<file path="config.mk">
export PLATFORM = sky130hd
export DESIGN_NAME = transfer_sequencer
export DESIGN_NICKNAME = d
export VERILOG_FILES = /design/src/rtl/transfer_sequencer.sv
export SDC_FILE = /design/constraint.sdc
export NUM_CORES = 1
export LEC_CHECK = 0
export ABC_CLOCK_PERIOD_IN_PS = 4800
export CORE_UTILIZATION = 40
export DETAILED_ROUTE_END_ITERATION = 10
export HOLD_SLACK_MARGIN = 0.15
export SLEW_MARGIN = 25
export SYNTH_ARGS = -nofsm -noshare
export SYNTH_HDL_FRONTEND = slang
export SYNTH_SLANG_ARGS = --single-unit
</file>
<file path="constraint.sdc">
create_clock -name CLK -period 4.8 [get_ports CLK]
set_input_delay 0.96 -clock CLK [delete_from_list [all_inputs] [get_ports CLK]]
set_output_delay 0.96 -clock CLK [all_outputs]
set_load 0.02 [all_outputs]
</file>
<file path="src/rtl/transfer_sequencer.sv">
// -----------------------------------------------------------------------------
// transfer_sequencer
// Sequences a block-oriented DMA transfer. It accepts a start command, checks
// the block configuration, then counts 32-bit words into blocks and blocks
// into a transfer. Between blocks it can optionally park in a block gap.
//
// Ports
//   CLK, RESET           clock; synchronous active-high reset
//   start_cmd            one-cycle command-register write requesting a transfer
//   block_size[11:0]     bytes per block
//   block_count[15:0]    blocks to transfer (counted multi-block mode)
//   multi_block          transfer_mode[5]
//   count_enable         transfer_mode[1]
//   stop_at_gap_req      block_gap_control[0]: park at the next block end
//   continue_req         block_gap_control[1]: resume from a block gap
//   word_done            one 32-bit word moved by the DMA datapath this cycle
//   abort                software abort of the current transfer
//   dma_start            one-cycle pulse to the DMA start flag
//   dma_stop             level; holds the DMA datapath stopped
//   busy                 transfer in progress
//   blocks_remaining     current block counter
//   transfer_complete    one-cycle pulse at the end of the transfer
//   block_gap_event      one-cycle pulse on entering the block gap
//   error_status[3:0]    [0] zero size, [1] zero count, [2] size>2048,
//                        [3] word_done outside XFER (sticky)
// -----------------------------------------------------------------------------
module transfer_sequencer (
   input  logic        CLK,
   input  logic        RESET,
   input  logic        start_cmd,
   input  logic [11:0] block_size,
   input  logic [15:0] block_count,
   input  logic        multi_block,
   input  logic        count_enable,
   input  logic        stop_at_gap_req,
   input  logic        continue_req,
   input  logic        word_done,
   input  logic        abort,
   output logic        dma_start,
   output logic        dma_stop,
   output logic        busy,
   output logic [15:0] blocks_remaining,
   output logic        transfer_complete,
   output logic        block_gap_event,
   output logic [3:0]  error_status
);

   typedef enum logic [2:0] {IDLE, START, XFER, GAP, DONE} state_t;

   state_t      state;
   logic [10:0] word_cnt;
   logic [10:0] wpb_q;       // words per block, held for reloads at block ends
   logic        counted;     // 0 = unlimited multi-block mode

   logic [12:0] bs_plus3;
   logic [10:0] words_per_block;
   logic [2:0]  cfg_err;
   logic        spurious;
   logic        end_of_block;

   // Round the byte count up to whole 32-bit words.
   assign bs_plus3        = {1'b0, block_size} + 13'd3;
   assign words_per_block = bs_plus3[12:2];

   assign cfg_err[0] = (block_size == 12'd0);
   assign cfg_err[1] = count_enable && (block_count == 16'd0);
   assign cfg_err[2] = (block_size > 12'd2048);

   assign spurious     = word_done && (state != XFER);
   assign end_of_block = word_done && (word_cnt == 11'd1);

   always_ff @(posedge CLK) begin
      if (RESET) begin
         state             <= IDLE;
         word_cnt          <= '0;
         wpb_q             <= '0;
         counted           <= 1'b0;
         blocks_remaining  <= '0;
         error_status      <= '0;
         dma_start         <= 1'b0;
         dma_stop          <= 1'b1;
         busy              <= 1'b0;
         transfer_complete <= 1'b0;
         block_gap_event   <= 1'b0;
      end else begin
         dma_start         <= 1'b0;
         transfer_complete <= 1'b0;
         block_gap_event   <= 1'b0;

         if (spurious)
            error_status[3] <= 1'b1;

         if (state != IDLE && abort) begin
            // Abort outranks word_done/continue_req; no completion pulse.
            state            <= IDLE;
            word_cnt         <= '0;
            blocks_remaining <= '0;
            dma_stop         <= 1'b1;
            busy             <= 1'b0;
         end else begin
            case (state)
               IDLE: begin
                  if (start_cmd) begin
                     if (|cfg_err) begin
                        error_status <= {error_status[3] | spurious, cfg_err};
                     end else begin
                        error_status <= {spurious, 3'b000};
                        wpb_q        <= words_per_block;
                        word_cnt     <= words_per_block;
                        counted      <= !multi_block || count_enable;
                        if (!multi_block)
                           blocks_remaining <= 16'd1;
                        else if (count_enable)
                           blocks_remaining <= block_count;
                        else
                           blocks_remaining <= 16'd0;
                        state     <= START;
                        dma_start <= 1'b1;
                        dma_stop  <= 1'b0;
                        busy      <= 1'b1;
                     end
                  end
               end
               START: state <= XFER;
               XFER: begin
                  if (end_of_block) begin
                     if (counted)
                        blocks_remaining <= blocks_remaining - 16'd1;
                     if (counted && blocks_remaining == 16'd1) begin
                        state             <= DONE;
                        word_cnt          <= '0;
                        transfer_complete <= 1'b1;
                        dma_stop          <= 1'b1;
                     end else if (stop_at_gap_req) begin
                        state           <= GAP;
                        word_cnt        <= '0;
                        block_gap_event <= 1'b1;
                        dma_stop        <= 1'b1;
                     end else begin
                        word_cnt <= wpb_q;   // back-to-back blocks, no bubble
                     end
                  end else if (word_done) begin
                     word_cnt <= word_cnt - 11'd1;
                  end
               end
               GAP: begin
                  if (continue_req) begin
                     word_cnt  <= wpb_q;
                     state     <= START;
                     dma_start <= 1'b1;
                     dma_stop  <= 1'b0;
                  end
               end
               DONE: begin
                  state <= IDLE;
                  busy  <= 1'b0;
               end
               default: state <= IDLE;
            endcase
         end
      end
   end

endmodule
</file>
=== After elaboration in Yosys (flattened, before gate mapping) ===
Cells that the tools add are included.
Widths: inputs -> output; s select.

* Shift operators: 0
* Eq/ne operators: 14
* Multipliers: 0
* Div/mod/pow operators: 0
* Add/sub/neg operators: 3
* Bitwise operators: 5
* Multiplexer cells: 43
* $lt $le $gt $ge: 1
* Reductions and logical operators: 25

{| class="wikitable"
|+ Operators by type and width
! kind !! number
|-
| $mux 16 || 6
|-
| $mux 11 || 7
|-
| $pmux 11 s3 || 1
|-
| $pmux 16 s2 || 1
|-
| $mux 3 || 6
|-
| $eq 16x1->1 const B || 1
|-
| $logic_not 16->1 || 1
|-
| $mux 4 || 4
|-
| $sub 16x1->16 const B || 1
|-
| $reduce_and 5->1 || 3
|-
| $mux 1 || 14
|-
| $add 12x2->13 const B || 1
|-
| $gt 12x12->1 const B || 1
|-
| $logic_not 12->1 || 1
|-
| $pmux 3 s4 || 1
|-
| $eq 11x1->1 const B || 1
|-
| $sub 11x1->11 const B || 1
|-
| $ne 2x2->1 const B || 5
|-
| $eq 3x2->1 const B || 2
|-
| $ne 3x3->1 const B || 2
|-
| $reduce_and 3->1 || 2
|-
| $reduce_and 6->1 || 1
|-
| $reduce_bool 3->1 || 2
|-
| $logic_and 1x1->1 || 5
|-
| 16 further kinds || 21
|}

* Memory bits (writable): 0
* Latch bits: 0
* Bits in read-only memories: 0
* Memories kept: 0
* Output and inout port bits: 25
* Logic and storage cells: 103
* Bits in registers: 51

=== Longest topological paths before layout ===
* Word-level depth: 7
* Depth in mapped cells: 9

=== Least setup slack after synthesis ===
OpenSTA, ideal clock, no wires.

* Kind: input-to-reg
* Start: input port block_size[3]
* End: register wpb_q[0]
* Data arrival time: 2.315 ns
* Data required time: 4.672 ns
* Buffers on the path: 1
* Library setup time: 0.128 ns
* Cell stages on the path: 7
* Setup slack: 2.358 ns
* Cells stage by stage: nor4_1 > a31o_2 > o211ai_1 > nor2_1 > buf_2 > mux2i_1 > nor2_1

* Longest elaborated chain between the ends: 4
* Elaborated cells between the ends (all ways): 5

{| class="wikitable"
|+ Ends and longest elaborated chain
! item !! RTL line !! text
|-
| start, declared || 31 || <nowiki>input logic [11:0] block_size,</nowiki>
|-
| $gt 12x12->1 or $logic_not 12->1 (tied branches) || 67, 65 ||
|-
| $reduce_or 3->1 * || 104 || <nowiki>if (|cfg_err) begin</nowiki>
|-
| $not 1->1 (no source line) * || n/a ||
|-
| $reduce_and 4->1 (no source line) * || n/a ||
|-
| end signal, assigned || 108 || <nowiki>wpb_q <= words_per_block;</nowiki>
|-
| end, declared || 52 || <nowiki>logic [10:0] wpb_q;</nowiki>
|}

Mark *: on every way between the ends. The rest lies on a longest branch, timed or not.
A chain may end at the register's enable or synchronous reset.

=== Worst setup path in the final report ===
* Start: input port block_size[3]
* End: register blocks_remaining[2]

* Longest elaborated chain between the ends: 4
* Elaborated cells between the ends (all ways): 5

{| class="wikitable"
|+ Ends and longest elaborated chain
! item !! RTL line !! text
|-
| $gt 12x12->1 or $logic_not 12->1 (tied branches) || 67, 65 ||
|-
| $reduce_or 3->1 * || 104 ||
|-
| $ne 2x2->1 (no source line) * || n/a ||
|-
| $reduce_and 5->1 (no source line) * || n/a ||
|-
| end signal, assigned || 114 || <nowiki>blocks_remaining <= block_count;</nowiki>
|-
| end signal, assigned || 128 || <nowiki>blocks_remaining <= blocks_remaining - 16'd1;</nowiki>
|-
| end, declared || 42 || <nowiki>output logic [15:0] blocks_remaining,</nowiki>
|}

Marks and branches as above.

==> metrics.md <==
| Metric | Value |
|---|---|
| Crit path max-delay family | `compound AO/OA/AOI/OAI gates` |
| Final Cell Area | `3910 sq um` |
| Final setup violation count | `0` |
| H-tree depth | `2` |
| Metal2 WL | `4140 microns` |
| Worst-skew pair later-pin latency | `0.31 ns` |
| Clock tree from TritonCTS | `done` |
| Fmax | `313 MHz` |
| YS warnings | `0` |
| Yosys cell types | `57` |
| Die height | `90.5 microns` |
| IO Count | `62` |
| Post-cts resize count | `0` |
| Post-synth EDFFs | `0` |
| Initial drt markers | `228` |
| Clock Tree Buf Depth | `2` |
| Status | `complete, no violations` |
| Unrepaired setup endpoints after global routing | `false` |
| Top post-synthesis cells by area | `dfxtp_1 33%, a21oi_1 6.2%, nor2_1 5.6%` |
| Via-to-Cell Ratio | `5.99` |
| # Max-Cap Violations | `0` |
| Min cycle time layout | `3.20 ns` |
| Share of cells above drive strength 1 | `5.57%` |
| Gate count of the mapped netlist | `402` |
| CP Launch Type | `input port` |
| Post-synthesis register bit count | `51` |
| Peak supply drop | `236 uV` |
| Largest net degree at the start of global routing | `34` |
| Worst endpoint required time | `5.00 ns` |
| Post-synth top area share | `32.6%` |
| Met3 Wirelength | `461 microns` |
| Slowest CP cell | `a21oi_4` |
| ANT cells | `0` |
| DRT met1 WL | `4640 microns` |
| WL/cell | `17.0 microns` |
| Post-synth top flop | `dfxtp_1` |
| Post-Syn Area per Cell | `7.80 sq um` |
| P&R area growth vs syn | `24.6%` |
| TritonCTS Buffers | `5` |
| Clock sinks | `51` |
| Netlist Area Pre-Place | `3130 sq um` |
| Worst Setup End Kind | `flip-flop` |
| WP buf/inv | `1` |
| Most common cell in the netlist | `dfxtp_1` |
| Nets | `489` |
| Antenna violations before repair | `0` |
| CP peak stage delay | `0.56 ns` |
| Post-detail-place hpwl | `6730 microns` |
| Crit-path max FO | `23` |
| Worst Path Class, Setup | `input port to flip-flop` |
| Async SR Flop Fraction | `0%` |
| Data arrival, critical path | `3.39 ns` |
| Final wirelength | `9290 microns` |
| First-pass GRT wire length | `15,200 microns` |
| Placed Area | `3770 sq um` |
| Hold/Removal Path Class | `flip-flop to flip-flop` |
| Die area | `8190 sq um` |
| Core area | `7410 sq um` |
| Drt first pass iters | `5` |
| Total gr overflow | `0` |
| Max Used Layer | `met4` |
| Cts-stage hold buffer count | `0` |
| Most frequent cells after synthesis | `51 x dfxtp_1, 47 x nor2_1, 39 x a21oi_1` |
| Postcts setup bufs | `0` |
| ANT nets after route | `0` |
| CP Cell Sequence | `clkdlybuf4s50_1 > nor4_1 > a31o_2 > o211ai_1 > a21oi_4 > o21ai_0 > a32o_1` |
| Clk root buf | `clkbuf_8` |
| Final clock skew | `0.0140 ns` |
| Die X | `90.5 microns` |
| Ratio of final minimum period to clock period | `66.6%` |
| Placer Congestion | `0.836` |
| Total GRT Usage | `22.9%` |
| Syn_nets | `443` |
| Slew HR | `35.7%` |
| Vias in the first global route | `2,942` |
| Worst-margin pin slew | `0.964 ns` |
| Worst-path clk slew | `0.09 ns` |
| Final setup TNS | `0 ns` |
| DRC | `0` |
| Pleak | `1.40 nW` |
| FP Rows | `31` |
| Final Hold Fails | `0` |
| Port bufs | `61` |
| Power Density | `571 nW/um^2` |
| Max Slew Vio Count | `0` |
| Layout Utilization | `52.7%` |
| Total number of vias | `3,280` |
| Sequential share of the synthesized area | `32.6%` |
| Yosys top cell by area | `dfxtp_1` |
| Initial Utilization | `42.3%` |
## worst register-to-register path, delay by kind of cell (launching register included)
family / cells / cell delay, ns
DFF: 1 / 0.74
AOI/OAI and AO/OA: 5 / 1.40
and+or+nand+nor: 1 / 0.71
## per-layer routing
| metal | vias to the layer above | track usage, % |
|---|---|---|
| li1 | 1608 | - |
| met1 | 1565 | 33.9 |
| met2 | 102 | 35.5 |
| met3 | 5 | 2.69 |
| met4 | 0 | 4.84 |
| met5 | - | 0 |
## final timing paths
| check | from | end | slack [ns] | cells past startpoint |
|---|---|---|---|---|
| max reg2reg | state[0] | blocks_remaining[2] | 1.85 | 6 |
| min | wpb_q[10] | wpb_q[10] | 0.48 | 1 |
| max | block_size[3] | blocks_remaining[2] | 1.60 | 7 |
| min reg2reg | wpb_q[10] | wpb_q[10] | 0.48 | 1 |
## power by group
group | leakage (nW) | internal, mW | switching [mW]
sequential | 0.417 | 0.526 | 0.149
combinational | 0.919 | 0.488 | 0.709
clock | 0.0654 | 0.209 | 0.149
total | 1.40 | 1.22 | 1.01
## placed cells by master, fill, tap and decap left out, drive strengths merged, types with 4 or more instances in the layout
cell type,n
clkdlybuf4s50,61
dfxtp,51
nor2,47
a21oi,40
nand2,32
o21ai,27
nor3,16
nor4,14
nand3,12
a211oi,10
xor2,9
inv,8
a31oi,8
xnor2,8
mux2i,6
clkbuf,6
o22ai,5
a21o,5
nor3b,5
or3,4
a31o,4
o211ai,4
and3,4
a221oi,4
a32o,4
o211a,4
o31ai,4
ha,4
## stage by stage
step | worst slack, ns | cells | hold slack (ns) | power [mW]
after floorplan | 2.36 | 402 | 0.457 | 1.55
after global placement | 1.32 | 540 | 0.467 | 1.86
after detailed placement | 1.33 | 540 | 0.470 | 1.86
after CTS | 1.63 | 548 | 0.484 | 2.23
after global routing | 1.42 | 548 | 0.504 | 2.39
final | 1.60 | 548 | 0.484 | 2.23
## layout make-up
class / count / area, sq um
Fill cell: 705 / 3500
Sequential cell: 51 / 1020
Timing Repair Buffer: 63 / 626
Tap cell: 99 / 124
Multi-Input combinational cell: 319 / 1970
Clock inverter: 2 / 60.1
Inverter: 8 / 30.0
Clock buffer: 6 / 72.6
## flip-flops by register name (all words and copies together), names as in the netlist, 3 cells and up
register and count:
error_status 4, wpb_q 11, state 3, blocks_remaining 16, word_cnt 11
## cells by family (layout without fill, tap and decap cells)
family | after synthesis | count (layout) | share of synthesized area, %
mux | 6 | 6 | 1.92
xor+xnor | 17 | 17 | 4.75
flops | 51 | 51 | 32.6
buf+inv | 32 | 79 | 4.59
fa+ha+maj | 4 | 4 | 1.60
compound gates | 136 | 136 | 28.7
simple gates | 156 | 156 | 25.9
Power figures use the tool's default switching activity.
